File: src/rtl/instr_fetch.sv
// rtl/instr_fetch.sv - MIPS fetch stage: PC, one-outstanding imem req/gnt/rvalid, IR hold for decode
// Optional feature macro: INSTR_FETCH_JUMP_EN (j opcode redirects next PC).
module instr_fetch #(
    parameter logic [31:0] RESET_PC = 32'h0000_0000
) (
    input  logic        clk,
    input  logic        rst_n,
    output logic        imem_req,
    output logic [31:0] imem_addr,
    input  logic        imem_gnt,
    input  logic        imem_rvalid,
    input  logic [31:0] imem_rdata,
    output logic        if_valid,
    input  logic        if_ready,
    output logic [31:0] if_instr,
    output logic [5:0]  if_opcode,
    output logic [31:0] if_pc,
    output logic [31:0] if_pc4,
    input  logic        br_taken,
    input  logic [31:0] br_target
);

    typedef enum logic [1:0] {
        S_REQ  = 2'd0,
        S_WAIT = 2'd1,
        S_HOLD = 2'd2
    } state_t;

    state_t      r_state;
    state_t      w_state_nxt;
    logic        r_run;
    logic [31:0] r_pc;
    logic [31:0] r_ir;
    logic [31:0] r_if_pc;
    logic [31:0] w_pc_nxt;
    logic        w_capture;
    logic        w_consume;

    // r_run keeps imem_req low through reset and its release edge without
    // a combinational path from rst_n.
    always_ff @(posedge clk or negedge rst_n) begin
        if (!rst_n) begin
            r_state <= S_REQ;
            r_run   <= 1'b0;
            r_pc    <= RESET_PC;
            r_ir    <= 32'h0;
            r_if_pc <= RESET_PC;
        end else begin
            r_state <= w_state_nxt;
            r_run   <= 1'b1;
            if (w_capture) begin
                r_ir    <= imem_rdata;
                r_if_pc <= r_pc;
            end
            if (w_consume) begin
                r_pc <= w_pc_nxt;
            end
        end
    end

    always_comb begin
        w_state_nxt = r_state;
        w_capture   = 1'b0;
        w_consume   = 1'b0;
        case (r_state)
            S_REQ: begin
                if (r_run && imem_gnt) w_state_nxt = S_WAIT;
            end
            S_WAIT: begin
                if (imem_rvalid) begin
                    w_capture   = 1'b1;
                    w_state_nxt = S_HOLD;
                end
            end
            S_HOLD: begin
                if (if_ready) begin
                    w_consume   = 1'b1;
                    w_state_nxt = S_REQ;
                end
            end
            default: w_state_nxt = S_REQ;
        endcase
    end

    always_comb begin
        w_pc_nxt = r_pc + 32'd4;
        if (br_taken) begin
            w_pc_nxt = br_target & ~32'h3;
        end
`ifdef INSTR_FETCH_JUMP_EN
        else if (r_ir[31:26] == 6'd2) begin
            w_pc_nxt = {if_pc4[31:28], r_ir[25:0], 2'b00};
        end
`endif
    end

    assign imem_req  = (r_state == S_REQ) && r_run;
    assign imem_addr = r_pc;
    assign if_valid  = (r_state == S_HOLD);
    assign if_instr  = r_ir;
    assign if_opcode = r_ir[31:26];
    assign if_pc     = r_if_pc;
    assign if_pc4    = r_if_pc + 32'd4;

endmodule

File: config.mk
export PLATFORM = sky130hd
export DESIGN_NAME = instr_fetch
export DESIGN_NICKNAME = d
export VERILOG_FILES = /design/src/rtl/instr_fetch.sv
export SDC_FILE = /design/constraint.sdc
export NUM_CORES = 1
export LEC_CHECK = 0
export ABC_AREA = 1
export CAP_MARGIN = 20
export CELL_PAD_IN_SITES_DETAIL_PLACEMENT = 1
export CELL_PAD_IN_SITES_GLOBAL_PLACEMENT = 1
export CORE_MARGIN = 4
export CORE_UTILIZATION = 28
export CTS_CLUSTER_SIZE = 14
export DETAILED_ROUTE_END_ITERATION = 16
export PLACE_DENSITY = 0.8
export SLEW_MARGIN = 20
export SYNTH_ARGS = -nofsm -noshare
export SYNTH_HDL_FRONTEND = slang
export SYNTH_SLANG_ARGS = --single-unit
export TNS_END_PERCENT = 1
File: constraint.sdc
create_clock -name clk -period 1.5 [get_ports clk]
set_input_delay 0.3 -clock clk [delete_from_list [all_inputs] [get_ports clk]]
set_output_delay 0.3 -clock clk [all_outputs]
set_load 0.01 [all_outputs]
==> impl_metrics.ini <==
[global_route]
grt_max_degree = 39
overflow = 0
grt_pass1_wl_um = 36310
grt_pass1_vias = 6585
grt_usage_pct = 21.13
antenna_found_initial = 0

[sta]
maxSlewViolCount = 0
max_freq_ghz = 0.4469
worst_hold_slack_ps = 360.8
period_share_pct = 149.2
hold_viol = 0
rsz0062_at_grt = true
layout_min_cycle_time_ps = 2238
finalSetupViolations = 41
clock-skew-final_ps = 12.66
layout_setup_ws_ps = -737.8

[yosys]
seq_area_frac_synth_pct = 43.32
syn_area_per_cell_sq_um = 7.675
syn_area_sq_um = 5488
yosysWarnings = 0
synth_edf_count = 0
synthCells = 715
synth_flop_cell = dfrtp_1
ys_types = 37
ys_ff_latch = 95
async_flop_share_pct = 100.0

[status]
status = finished with violations
violations = setup timing

[cts]
cts_root_buf = clkbuf_16
clk_pin_slew_ps = 80
cts-buffers-inserted = 9
cts_tree = done
cts_buffer_depth = 2
insertion_delay_ps = 350
cts_sinks = 95
h-tree-depth = 3

[floorplan]
die_x_um = 148.0
rows = 50
start_util_pct = 28.86
die_area_sq_um = 21900
pin_count = 206
core-area_sq_um = 19020
die_y_um = 148.0

[placed_design]
placed_cells = 1265
routabilityCongestion = 0.8437
hpwl_um = 17730
dpl_worst_slack_ps = -691.3
port_buffers = 197

[min_path]
min-delay-path-class = input pin to asynchronous set/reset pin

[run]
max_cap_viol_count = 0

[layout]
nets = 1112
layout-drive-gt1-share_pct = 34.16
area_growth_pct = 69.95
diodes = 0
fin_cells = 1305

[route]
wirelength_um = 23630
drt_pass1_iterations = 4
detail_route.wl_per_cell_um = 18.10
vias_per_cell = 4.654
drtAntennaViolNets = 0
remaining_drc_errors = 0
drtIter0Drc = 318
vias = 6073

[pwr]
power.density_nw_per_um2 = 1871
p_leak_uw = 0.004484
max-vdd-ir-drop_v = 0.0006919

[setup_path]
crit_type = flop to primary output
rrSetupSlack_ps = -100
required_ps = 1200
cp_max_fo = 3
crit_path_start_kind = flop
critPathArrivalTime_ps = 1940
cp-end-kind = primary output
## flip-flops by register name, summed over array words and instances, names as in the netlist
name and flops:
if_instr 32, if_pc 30, imem_addr 30, r_state 2, r_run 1
## where the power goes
group	internal [uW]	leakage, uW	switching, uW
combinational	4800	0.00319	5140
sequential	3840	0.00113	1220
clock	1370	0.000157	1080
## per-stage QoR
stage / power, uW / util [%] / cell area (sq um) / TNS (ps)
final: 17450 / 49.04 / 9326 / -16830
after floorplan: 8595 / - / 5533 / -1420
after global placement: 14810 / 45.55 / 8662 / -21230
after CTS: 17220 / 48.51 / 9226 / -16340
after detailed placement: 15200 / 45.55 / 8662 / -25080
after global routing: 18620 / 49.04 / 9326 / -21780
## worst paths after layout
path	cells past startpoint	end	from
min in group clk	1	if_instr[1]	if_instr[1]
hold reg to reg	1	if_instr[1]	if_instr[1]
setup / recovery	7	if_pc4[22]	if_pc[6]
max in group asynchronous	3	if_pc[4]	rst_n
setup reg to reg	9	imem_addr[19]	imem_addr[3]
hold / removal	2	if_instr[24]	rst_n
## logic make-up (layout without fill, tap and decap cells)
group	after synthesis	after routing	synth area share, %
and+or+nand+nor	379	379	29.48
buffers and inverters	100	425	7.980
DFF	95	95	43.32
AOI/OAI and AO/OA	76	76	7.342
muxes	34	34	6.977
xor gates and xnor gates	27	27	4.309
adders and majority gates	2	2	0.4559
other	2	7	0.1368
## cell usage after synthesis, types with 9 or more instances
cell     number  area share [%]
a21oi_1       9            0.82
buf_2        11             1.0
buf_4        13             1.8
dfrtp_1      95              43
inv_1        60             4.1
mux2_2       32             6.6
nand2_1     204              14
nand3_1      41             3.7
nor2_1       90             6.2
nor2_2       10             1.1
nor3_1       13             1.2
o21ai_0      56             5.1
xor2_1       19             3.0
## worst max-delay path: stages, from the launching register on
cell and delay (ps):
dfrtp_1 400, buf_6 130, nand2_4 70, nor3_4 240, nand2_2 120, nand3b_1 220, xnor2_1 150, clkdlybuf4s15_2 240
## placed cells by master (no fill, tap or decap), types with 11 or more instances in the layout
| cell | synthesis | final |
|---|---|---|
| nand2_1 | 204 | 189 |
| buf_4 | 13 | 126 |
| dfrtp_1 | 95 | 79 |
| nor2_1 | 90 | 75 |
| clkdlybuf4s50_1 | 0 | 66 |
| dlygate4sd2_1 | 0 | 58 |
| inv_1 | 60 | 54 |
| o21ai_0 | 56 | 51 |
| nand3_1 | 41 | 34 |
| mux2_2 | 32 | 32 |
| buf_2 | 11 | 29 |
| buf_6 | 0 | 21 |
| nor2_4 | 2 | 17 |
| xor2_1 | 19 | 17 |
| dfrtp_2 | 0 | 16 |
| clkdlybuf4s15_1 | 0 | 16 |
| clkbuf_2 | 0 | 12 |
| nand2_2 | 2 | 11 |
## per-layer routing
metal	GRT usage [%]	wire length, um	vias up	part of all wire [%]
li1	-	-	2911	-
met4	8.083	743	0	3.1
met1	25.54	9712	2960	41
met3	3.066	841	46	3.6
met2	37.93	12330	156	52
met5	0	0	-	0
## layout make-up
| class | count | area, sq um |
|---|---|---|
| clock inverters | 6 | 75.07 |
| repair buffers | 342 | 2960 |
| flip-flops and latches | 95 | 2397 |
| well taps | 260 | 325.3 |
| fillers | 2322 | 9692 |
| clock buffers | 10 | 239.0 |
| multi-input cells | 525 | 3070 |
| inverters | 67 | 259.0 |
## what timing repair did
action,in CTS,in global routing
hold endpoints to repair,15,0
hold buffers,1,0
setup buffers,24,1
resized for setup,338,77
endpoints found under the setup margin,154,88
pin swaps,38,11
cloned,0,0
Note: power is estimated with default switching activity, not from simulation.
